$ cat src/rtl/lea_pkg.sv
// Shared definitions for the LEA decryption round sequencer: state
// encoding, round counts per key size and key-select codes.
package lea_pkg;

    typedef enum logic [1:0] {
        ST_IDLE  = 2'd0,
        ST_LOAD  = 2'd1,
        ST_ROUND = 2'd2,
        ST_DONE  = 2'd3
    } seq_state_t;

    localparam int NR_128 = 24;
    localparam int NR_192 = 28;
    localparam int NR_256 = 32;

    localparam logic [1:0] KEY_SEL_128 = 2'd0;
    localparam logic [1:0] KEY_SEL_192 = 2'd1;
    localparam logic [1:0] KEY_SEL_256 = 2'd2;
    localparam logic [1:0] KEY_SEL_BAD = 2'd3;

    // Number of rounds for a legal key size; the illegal code never reaches
    // a caller that uses the result, so it simply falls back to the 128-bit count.
    function automatic int rounds_for_key(input logic [1:0] key_sel);
        case (key_sel)
            KEY_SEL_192: return NR_192;
            KEY_SEL_256: return NR_256;
            default:     return NR_128;
        endcase
    endfunction

endpackage

$ cat src/rtl/lea_sat_counter.sv
// Clear/enable up-counter that sticks at its all-ones value instead of
// wrapping, used to report elapsed cycles of a decryption run.
module lea_sat_counter #(
    parameter int W = 16
) (
    input  logic         clk,
    input  logic         rst,
    input  logic         clear,
    input  logic         enable,
    output logic [W-1:0] count
);

    // Clear wins over enable; once all ones the count stops moving.
    always_ff @(posedge clk or negedge rst) begin
        if (!rst) begin
            count <= '0;
        end else if (clear) begin
            count <= '0;
        end else if (enable && (count != {W{1'b1}})) begin
            count <= count + W'(1);
        end
    end

endmodule

$ cat src/rtl/lea_dec_round_seq.sv
// Round sequencer for the LEA decryption datapath: after a start request it
// issues a load pulse, then round indices Nr-1 down to 0 under a
// round_ready handshake, then a done pulse. Also tracks elapsed cycles.
module lea_dec_round_seq
    import lea_pkg::*;
#(
    parameter int CNT_W  = 16,
    parameter int RIDX_W = 5
) (
    input  logic              clk,
    input  logic              rst,
    input  logic              start,
    input  logic [1:0]        key_sel,
    input  logic              abort,
    input  logic              round_ready,
    output logic              busy,
    output logic              load_en,
    output logic              round_en,
    output logic [RIDX_W-1:0] round_idx,
    output logic              done,
    output logic              err,
    output logic [CNT_W-1:0]  cycle_cnt
);

    seq_state_t        state;
    seq_state_t        next_state;
    logic [RIDX_W-1:0] first_idx;
    logic              accept;
    logic              count_en;

    // State register.
    always_ff @(posedge clk or negedge rst) begin
        if (!rst) begin
            state <= ST_IDLE;
        end else begin
            state <= next_state;
        end
    end

    // Next-state and decoded outputs; abort overrides everything while busy
    // and also suppresses the round enable and cycle counting that cycle.
    always_comb begin
        next_state = state;
        busy       = 1'b0;
        load_en    = 1'b0;
        round_en   = 1'b0;
        done       = 1'b0;
        accept     = 1'b0;
        count_en   = 1'b0;
        case (state)
            ST_IDLE: begin
                if (start && (key_sel != KEY_SEL_BAD)) begin
                    accept     = 1'b1;
                    next_state = ST_LOAD;
                end
            end
            ST_LOAD: begin
                busy    = 1'b1;
                load_en = 1'b1;
                if (abort) begin
                    next_state = ST_IDLE;
                end else begin
                    count_en   = 1'b1;
                    next_state = ST_ROUND;
                end
            end
            ST_ROUND: begin
                busy = 1'b1;
                if (abort) begin
                    next_state = ST_IDLE;
                end else begin
                    count_en = 1'b1;
                    round_en = round_ready;
                    if (round_ready && (round_idx == '0)) begin
                        next_state = ST_DONE;
                    end
                end
            end
            ST_DONE: begin
                done       = 1'b1;
                next_state = ST_IDLE;
            end
            default: begin
                next_state = ST_IDLE;
            end
        endcase
    end

    // Capture the starting round index when a legal start is accepted, so
    // later key_sel changes cannot disturb the running operation.
    always_ff @(posedge clk or negedge rst) begin
        if (!rst) begin
            first_idx <= '0;
        end else if (accept) begin
            first_idx <= RIDX_W'(rounds_for_key(key_sel) - 1);
        end
    end

    // Round index down-counter: loaded in LOAD, stepped on each executed
    // round, parked at zero when an operation is aborted.
    always_ff @(posedge clk or negedge rst) begin
        if (!rst) begin
            round_idx <= '0;
        end else if (busy && abort) begin
            round_idx <= '0;
        end else if (load_en) begin
            round_idx <= first_idx;
        end else if (round_en && (round_idx != '0)) begin
            round_idx <= round_idx - RIDX_W'(1);
        end
    end

    // Illegal key request flagged for one cycle; only honoured from IDLE.
    always_ff @(posedge clk or negedge rst) begin
        if (!rst) begin
            err <= 1'b0;
        end else begin
            err <= (state == ST_IDLE) && start && (key_sel == KEY_SEL_BAD);
        end
    end

    lea_sat_counter #(
        .W(CNT_W)
    ) u_cycle_counter (
        .clk    (clk),
        .rst    (rst),
        .clear  (accept),
        .enable (count_en),
        .count  (cycle_cnt)
    );

endmodule

$ cat config.mk
export PLATFORM = sky130hd
export DESIGN_NAME = lea_dec_round_seq
export DESIGN_NICKNAME = d
export VERILOG_FILES = /design/src/rtl/lea_pkg.sv /design/src/rtl/lea_sat_counter.sv /design/src/rtl/lea_dec_round_seq.sv
export SDC_FILE = /design/constraint.sdc
export NUM_CORES = 1
export LEC_CHECK = 0
export ABC_AREA = 1
export CAP_MARGIN = 40
export CORE_ASPECT_RATIO = 1.4
export CORE_MARGIN = 2
export CORE_UTILIZATION = 45
export DETAILED_ROUTE_END_ITERATION = 16
export PLACE_DENSITY = 0.71
export SLEW_MARGIN = 20
export SYNTH_ARGS = -nofsm -noshare
export SYNTH_HDL_FRONTEND = slang
export SYNTH_SLANG_ARGS = --single-unit
$ cat constraint.sdc
create_clock -name clk -period 1.9 [get_ports clk]
set_input_delay 0.19 -clock clk [delete_from_list [all_inputs] [get_ports clk]]
set_output_delay 0.19 -clock clk [all_outputs]
set_load 0.02 [all_outputs]
Word level (Yosys, flattened, before mapping)
Index checks and enable logic that the tools add are counted.

storage, ports and cells
  output and inout port bits = 26
  flip-flop bits (word level) = 29
  word-level logic and storage cells = 53

operators by class
  add/sub/neg operators = 3
  equal/unequal tests = 10
  multiplexer cells = 21
  reduce and logical (&&, ||, !) cells = 14

operator list
  cell                                              count
  2-to-1 mux 16 bit                                 2
  2-to-1 mux 5 bit                                  4
  adder 16 x 1 -> 16 bit, second input constant     1
  != test 16 bit, second input constant             1
  one-hot mux 5 bit (2 select lines)                1
  2-to-1 mux 1 bit                                  9
  == test 2 bit, second input constant              4
  2-to-1 mux 2 bit                                  4
  one-hot mux 2 bit (4 select lines)                1
  logical AND 1 bit                                 7
  logical NOT 5 bit                                 1
  nonzero test 5 bit                                1
  subtractor 5 x 1 -> 5 bit, second input constant  1
  subtractor 5 x 2 -> 5 bit, second input constant  1
  == test 2 x 1 -> 1 bit, second input constant     2
  != test 2 bit, second input constant              2
  != test 3 bit, second input constant              1
  nonzero test 3 bit                                1
  logical NOT 2 bit                                 1
  AND reduction 2 bit                               1
  nonzero test 2 bit                                1
  OR reduction 2 bit                                1

Longest topological paths before layout
Gate-level depths: netlist of the first run.

  depth after elaboration = 6
  mapped depth = 10
  gate-level depth less buffers = 10

Hierarchy
A second synthesis of the first run with hierarchy kept.

second synthesis, totals
  cell total of the unflattened synthesis = 249
  area total of the unflattened synthesis = 1861.8 µm²

modules (own cells, without submodules)
  module             cells each  sequential area each (µm²)  area each (µm²)  times used
  lea_sat_counter    144         400.4                       1037.2           1
  lea_dec_round_seq  105         300.3                       824.5            1

Least setup slack after synthesis of the first run
No wires, ideal clock.

  kind = reg2reg
  from = reg state[0]
  to = reg round_idx[4]
  slack = 0.096 ns
  stages on the path, launching flop included = 11
  library setup time = 0.083 ns
  buffers on the path = 0
  data arrival time = 1.721 ns
  path through = dfrtp_1 > inv_1 > ha_1 > inv_1 > nor3b_1 > nand2_1 > nand2_1 > nand2_1 > inv_1 > nand2_1 > o21ai_0

on the way
  elaborated cells on any way between the ends = 11
  those cells by class = eq/ne: 2; mux: 5; reduce/logical: 4

RTL lines
  item                                 line                      source
  start: declaration                   lea_dec_round_seq.sv:25   seq_state_t state;
  start signal: assignment             lea_dec_round_seq.sv:36   state <= next_state;
  == test 2 bit                        lea_dec_round_seq.sv:50   case (state)
  2-to-1 mux 1 bit                     lea_dec_round_seq.sv:50
  net round_en                         lea_dec_round_seq.sv:18   output logic round_en,
  logical AND 1 bit                    lea_dec_round_seq.sv:108  end else if (round_en && (round_idx != '0)) begin
  nonzero test 3 bit (no source line)  -
  end signal: assignment               lea_dec_round_seq.sv:107  round_idx <= first_idx;
  end signal: assignment               lea_dec_round_seq.sv:109  round_idx <= round_idx - RIDX_W'(1);
  end: declaration                     lea_dec_round_seq.sv:19   output logic [RIDX_W-1:0] round_idx,

The timed path passes the listed nets, and every way through them passes these cells.
A chain may end at the register's enable or synchronous reset.

Worst setup path in the final report of the first run
  from = reg state[1]
  to = reg u_cycle_counter.count[3]

on the way
  longest elaborated chain between the ends = 5
  elaborated cells on any way between the ends = 9
  those cells by class = eq/ne: 2; mux: 3; reduce/logical: 4

RTL lines
  item                                                            line                     source
  == test 2 bit / == test 2 x 1 -> 1 bit (equally long branches)  lea_dec_round_seq.sv:50
  OR reduction 2 bit (no source line)                             -
  2-to-1 mux 1 bit                                                -
  logical AND 1 bit                                               lea_sat_counter.sv:19    end else if (enable && (count != {W{1'b1}})) begin
  nonzero test 2 bit (no source line)                             -
  end signal: assignment                                          lea_sat_counter.sv:20    count <= count + W'(1);
  end: declaration                                                lea_sat_counter.sv:10    output logic [W-1:0] count

Several ways; a longest one is shown, not always the timed one.

==> results of run 1 <==
==> worst paths after layout <==
| check | end | slack [ns] | cells after the start |
|---|---|---|---|
| min in group clk | first_idx[1]$_DFFE_PN0P_ | 0.48 | 1 |
| max reg2reg | u_cycle_counter.count[3]$_DFFE_PN0P_ | 0.22 | 8 |
| max | u_cycle_counter.count[3]$_DFFE_PN0P_ | 0.22 | 8 |
| max in group asynchronous | first_idx[3]$_DFFE_PN0P_ | 1.34 | 2 |
| min reg2reg | first_idx[1]$_DFFE_PN0P_ | 0.48 | 1 |
| min | state[1]$_DFFE_PN0P_ | 0.28 | 2 |
==> power by group through the flow <==
stage / Sequential [mW] / Combinational, mW / Clock, mW
after floorplan: 0.947 / 0.829 / 0
after global placement: 0.858 / 1.42 / 0
after detailed placement: 0.861 / 1.43 / 0
after CTS: 0.849 / 1.41 / 0.491
after global routing: 0.871 / 1.60 / 0.508
final: 0.849 / 1.41 / 0.479
==> kinds of logic (layout without fill, tap and decap cells) <==
group	count (synthesis)	count (layout)
and+or+nand+nor	133	133
buffers and inverters	33	72
DFF	28	28
AOI/OAI and AO/OA	27	27
adders and majority gates	10	10
xor gates and xnor gates	6	6
==> per-layer routing <==
metal	wire (µm)	vias to the layer above	share of wire, %	GRT usage, %
met5	0	-	0	0
met4	87	0	2.2	9.29
met3	168	9	4.3	3.17
met2	2040	45	52	36.5
met1	1620	744	41	20.1
li1	-	838	-	-
==> stage by stage <==
step | instances | total power [mW] | hold WS, ns | cell area [µm²] | setup slack, ns
global route | 318 | 2.98 | 0.308 | 2200 | 0.0523
floorplan | 237 | 1.78 | -0.106 | 1730 | 0.0959
finish | 318 | 2.74 | 0.275 | 2200 | 0.215
global placement | 314 | 2.27 | 0.453 | 2130 | 0.147
detailed placement | 314 | 2.29 | 0.460 | 2130 | 0.120
CTS | 318 | 2.75 | 0.287 | 2200 | 0.112
==> worst max-delay path: stages (launching register included) <==
cell     delay, ns
dfrtp_1       0.41
inv_1         0.10
ha_1          0.32
inv_1         0.04
nor2_1        0.14
inv_1         0.09
o21ai_2       0.20
buf_4         0.17
o21ai_0       0.09
==> registers in the layout (all words and copies together) (netlist names) <==
name                   cells
state                      2
round_idx                  5
u_cycle_counter.count     16
err                        1
first_idx                  4
==> timing repair <==
item / CTS / global route
resized for setup: 3 / 4
pin swaps: 0 / 0
setup endpoints to repair: 3 / 8
==> cell usage in the layout (no fill, tap or decap), types with 3 or more instances in the layout <==
master           synthesis  layout
clkbuf_8                 0       3
o21ai_0                 16      16
clkdlybuf4s50_1          0      29
nand4_1                 12      12
nand2_1                 70      70
nor2_1                  31      31
inv_1                   28      28
dfrtp_1                 28      28
a21oi_1                  4       4
ha_1                    10      10
xor2_1                   6       6
buf_4                    0       7
nand3_1                 14      14
==> cell type report <==
| type | count | share of cell area, % |
|---|---|---|
| multi-input cells | 176 | 40.8 |
| repair buffers | 39 | 16.6 |
| clock buffers | 3 | 1.88 |
| inverters | 29 | 5.07 |
| flip-flops and latches | 28 | 31.9 |
| clock inverters | 1 | 1.37 |
| well taps | 42 | 2.39 |
==> impl_metrics.csv, run 1 <==
group,metric,value,unit
cts,holdBufCountCts,0,
die,rows,26,
route,drtAntennaViolNets,0,
yosys,syn_nets,254,
status,outcome,"completed",
route,drt_iter0_drc,34,
cells_and_area,diodes,0,
global_route,grt_pass1_vias,1641,
cells_and_area,fillers,342,
yosys,synth-seq-cells,28,
die,start_util,47.1,%
placement,gp_congestion,0.857,
critical_path,cp-end-kind,"flip-flop",
yosys,synthDistinctLibCells,24,
timing,setup_violations,0,
global_route,track_usage,19.4,%
route,dr.pass1.iters,4,
yosys,synth_area_leaders,"dfrtp_1 40%, nand2_1 15%, ha_1 7.2%",
route,totalWireLength,3.92,mm
cts,cts_tree,"done",
yosys,synth_compound_area_share,8.74,%
yosys,synth.most_common_cell,"nand2_1",
route,via_per_inst,5.14,
power,power_frac_seq,31.0,%
die,die_width,56.4,µm
yosys,synth_top_area_share,40.4,%
placement,hpwl,2.94,mm
yosys,synthTopCellsByCount,"70 x nand2_1, 31 x nor2_1, 28 x dfrtp_1, 28 x inv_1, 16 x o21ai_0",
critical_path,cp_data_arrival_time,1.84,ns
timing,final.setup_skew,0.00862,ns
timing,setup-tns-final,0,ns
critical_path,startpoint_type,"flip-flop",
die,io_pins,33,
yosys,synth-xor-area-share,3.03,%
timing,rsz0062_at_grt,"no",
power,p_sw,1.18,mW
yosys,ys_seq_area_share,40.4,%
cells_and_area,multi_input_area,897,µm²
yosys,avgSynthCellArea,7.31,µm²
critical_path,path_class,"flip-flop to flip-flop",
global_route,grt_pass1_wl,6.80,mm
global_route,grt_max_degree,29,
cells_and_area,finalNetCount,294,
yosys,synth_edf_count,0,
yosys,synth_largest_area_cell,"dfrtp_1",
timing,slew_headroom,72.0,%
cells_and_area,fin_util,59.8,%
cts,ctsHtreeMaxLevel,1,
route,avgRoutedWirePerCell,12.3,µm
cells_and_area,area_growth,26.9,%
yosys,yosys.area_share.simple,32.8,%
critical_path,startpoint,"state[1]$_DFFE_PN0P_",
cts,clock_sinks,28,
timing,finalCriticalPeriod,1.68,ns
die,dieArea,0.00437,mm²
cells_and_area,drive_gt1_share,6.88,%
global_route,grt_overflow,0,
yosys,synth_ff_type,"dfrtp_1",
cts,cts_root_buf,"clkbuf_8",
cts,path_clk_slew,0.09,ns
power,vdd_drop_max,958,µV
timing,finalCritPeriodShare,88.7,%
yosys,syn_area,0.00173,mm²
yosys,async_reset_ff_share,100,%
power,power.leakage,1.04,nW
route,remaining_drc_errors,0,
critical_path,timing.rr.start,"state[1]$_DFFE_PN0P_",
global_route,antenna_found_initial,0,
power,clkPwrFrac,17.5,%
cells_and_area,seqCellArea,701,µm²
yosys,ys.warnings.count,0,
cts,cts-buffers-inserted,3,
power,power.internal,1.56,mW
power,powerDensity,1240,mW/mm²
critical_path,cp_max_fo,4,
cts,insertion_delay,0.28,ns
cts,clk_path_buf_depth,2,
placement,portBuffers,32,
timing,max_freq,593,MHz
route,vias,1636,
die,coreArea,0.00368,mm²
power,pwr-share-comb,51.5,%
cts,postCtsSetupRepairBufs,0,
timing,worstMarginPinSlew,0.419,ns
power,sw_frac_of_total,43.1,%
yosys,syn_inst,237,
critical_path,cp.required,2.06,ns
hold_path,hold_path.class,"input pin to async pin",
yosys,synth_top_family_by_area,"simple AND/OR/NAND/NOR gates",
timing,drv_slew,0,
yosys,synth_mux_area_share,0,%
yosys,synth_fa_ha_area_share,7.22,%
die,die_y,77.4,µm
timing,hold_viol,0,
job,cap_violations,0,
(Power assumes the default switching activity.)
==> inputs of run 2 (changes only) <==
SLEW_MARGIN = 25   (was 20)
==> results of run 2 <==
Same layout as run 1: the final DEF is identical, and so are final timing and power.
==> inputs of run 3 (changes only) <==
ABC_CLOCK_PERIOD_IN_PS = 1900   (was not set)
CORE_MARGIN = 10   (was 2)
GPL_ROUTABILITY_DRIVEN = 1   (was not set)
==> impl_metrics.csv, run 3 (synthesized netlist as in run 1, its figures left out) <==
group,metric,value,unit
status,outcome,"completed",
cells_and_area,top_register,"u_cycle_counter.count",
timing,final.setup_skew,0.00335,ns
global_route,grt_max_degree,29,
global_route,track_usage,12.4,%
critical_path,cp_max_fo,4,
die,dieArea,0.00677,mm²
cts,cts_tree,"done",
timing,worst_slack,0.129,ns
critical_path,critPathMaxStageDelay,0.41,ns
cts,cts_root_buf,"clkbuf_8",
cts,clk_path_buf_depth,2,
power,p_total,2.60,mW
critical_path,startpoint,"state[0]$_DFFE_PN0P_",
cts,cts-buffers-inserted,3,
cts,insertion_delay,0.27,ns
die,rows,26,
die,die_width,72.4,µm
timing,worstMarginPinSlew,0.401,ns
die,die_y,93.4,µm
cells_and_area,fin_util,59.3,%
timing,finalCritPeriodShare,93.2,%
route,drt_iter0_drc,49,
timing,slew_headroom,73.2,%
power,power.leakage,1.03,nW
route,avgRoutedWirePerCell,13.1,µm
timing,setup-tns-final,0,ns
cells_and_area,layout_common_cells,"70 x nand2_1, 31 x nor2_1, 29 x clkdlybuf4s50_1",
placement,gp_congestion,0.863,
cts,postCtsSetupRepairBufs,0,
route,drtAntennaViolNets,0,
critical_path,path_cells,"inv_1 > ha_1 > inv_1 > nor3b_1 > dlygate4sd1_1",
hold_path,hold_path.class,"input pin to async pin",
power,powerDensity,1190,mW/mm²
critical_path,timing.rr.start,"state[1]$_DFFE_PN0P_",
timing,max_freq,565,MHz
cells_and_area,reg_top3,"u_cycle_counter.count: 16 flops, round_idx: 5 flops, first_idx: 4 flops",
die,io_pins,33,
global_route,grt_overflow,0,
die,coreArea,0.00368,mm²
cells_and_area,layout_commonest_cell,"nand2_1",
critical_path,cp_data_arrival_time,1.58,ns
route,dr.pass1.iters,4,
die,start_util,47.1,%
route,via_per_inst,5.14,
critical_path,path_class,"flip-flop to output port",
cts,clock_sinks,28,
critical_path,cp.required,1.71,ns
cts,cts_resized,3,
placement,post-place-ws,0.108,ns
critical_path,crit_path_top_delay_cell,"dfrtp_1",
route,vias,1633,
critical_path,crit_top_cell,"inv_1",
timing,hold_viol,0,
timing,finalCriticalPeriod,1.77,ns
cells_and_area,area_growth,25.8,%
critical_path,cp-end-kind,"output port",
cells_and_area,fillers,353,
timing,drv_slew,0,
job,cap_violations,0,
global_route,antenna_found_initial,0,
cells_and_area,diodes,0,
global_route,grt_pass1_vias,1631,
timing,rsz0062_at_grt,"no",
cts,path_clk_slew,0.09,ns
route,remaining_drc_errors,0,
placement,hpwl,3.25,mm
power,vdd_drop_max,840,µV
cells_and_area,largest_reg_flops,16,
critical_path,startpoint_type,"flip-flop",
cells_and_area,drive_gt1_share,6.52,%
timing,setup_violations,0,
placement,portBuffers,32,
cts,holdBufCountCts,0,
cts,ctsHtreeMaxLevel,1,
global_route,grt_pass1_wl,7.09,mm
cells_and_area,finalNetCount,295,
route,totalWireLength,4.18,mm
==> run 3: cell types whose count changed in the layout (fill, tap and decap cells not counted) <==
cell	change
dlygate4sd1_1	+1
buf_4	+1
clkbuf_2	-1
bufinv_16	-1
==> run 3: worst max-delay path, delay by kind of cell, from the launching register on <==
| kind | cells | cell delay, ns |
|---|---|---|
| buffers and inverters | 3 | 0.53 |
| adder cells (fa/ha/maj) | 1 | 0.16 |
| flip-flops | 1 | 0.41 |
| AND/OR/NAND/NOR | 1 | 0.21 |
==> run 3: per-layer routing <==
metal	vias to the layer above	track usage [%]	routed length (µm)
met4	0	2.86	31
met2	43	23.5	2180
met5	-	0	0
met1	747	12.8	1660
met3	6	3.70	303
li1	837	-	-
==> run 3: cell type report <==
cell class,count,area (µm²),share of cell area [%]
Inverter,29,111,5.11
Timing Repair Buffer,40,377,17.3
Sequential cell,28,701,32.1
Tap cell,42,52.6,2.41
Multi-Input combinational cell,176,897,41.2
Clock buffer,3,41.3,1.89
==> run 3: final timing paths <==
path / end / slack, ns / depth (start not counted)
worst max-delay path: round_en / 0.13 / 5
worst min-delay path: state[1]$_DFFE_PN0P_ / 0.30 / 2
worst max register to register: u_cycle_counter.count[0]$_DFFE_PN0P_ / 0.25 / 8
worst min register to register: first_idx[1]$_DFFE_PN0P_ / 0.47 / 1
max in group asynchronous: round_idx[3]$_DFFE_PN0P_ / 1.33 / 2
min in group clk: first_idx[1]$_DFFE_PN0P_ / 0.47 / 1
==> run 3: where the power goes <==
part,switching [mW],internal [mW],leakage [nW]
combinational,0.880,0.550,0.645
sequential,0.118,0.733,0.365
clock,0.177,0.142,0.0216
total,1.18,1.43,1.03
==> run 3: metrics by stage <==
| step | instance area, µm² | hold WS [ns] | instances |
|---|---|---|---|
| after global routing | 2180 | 0.316 | 318 |
| final | 2180 | 0.296 | 318 |
| after floorplan | 1730 | -0.106 | 237 |
| after CTS | 2180 | 0.306 | 318 |
| after detailed placement | 2140 | 0.457 | 315 |
| after global placement | 2140 | 0.454 | 315 |
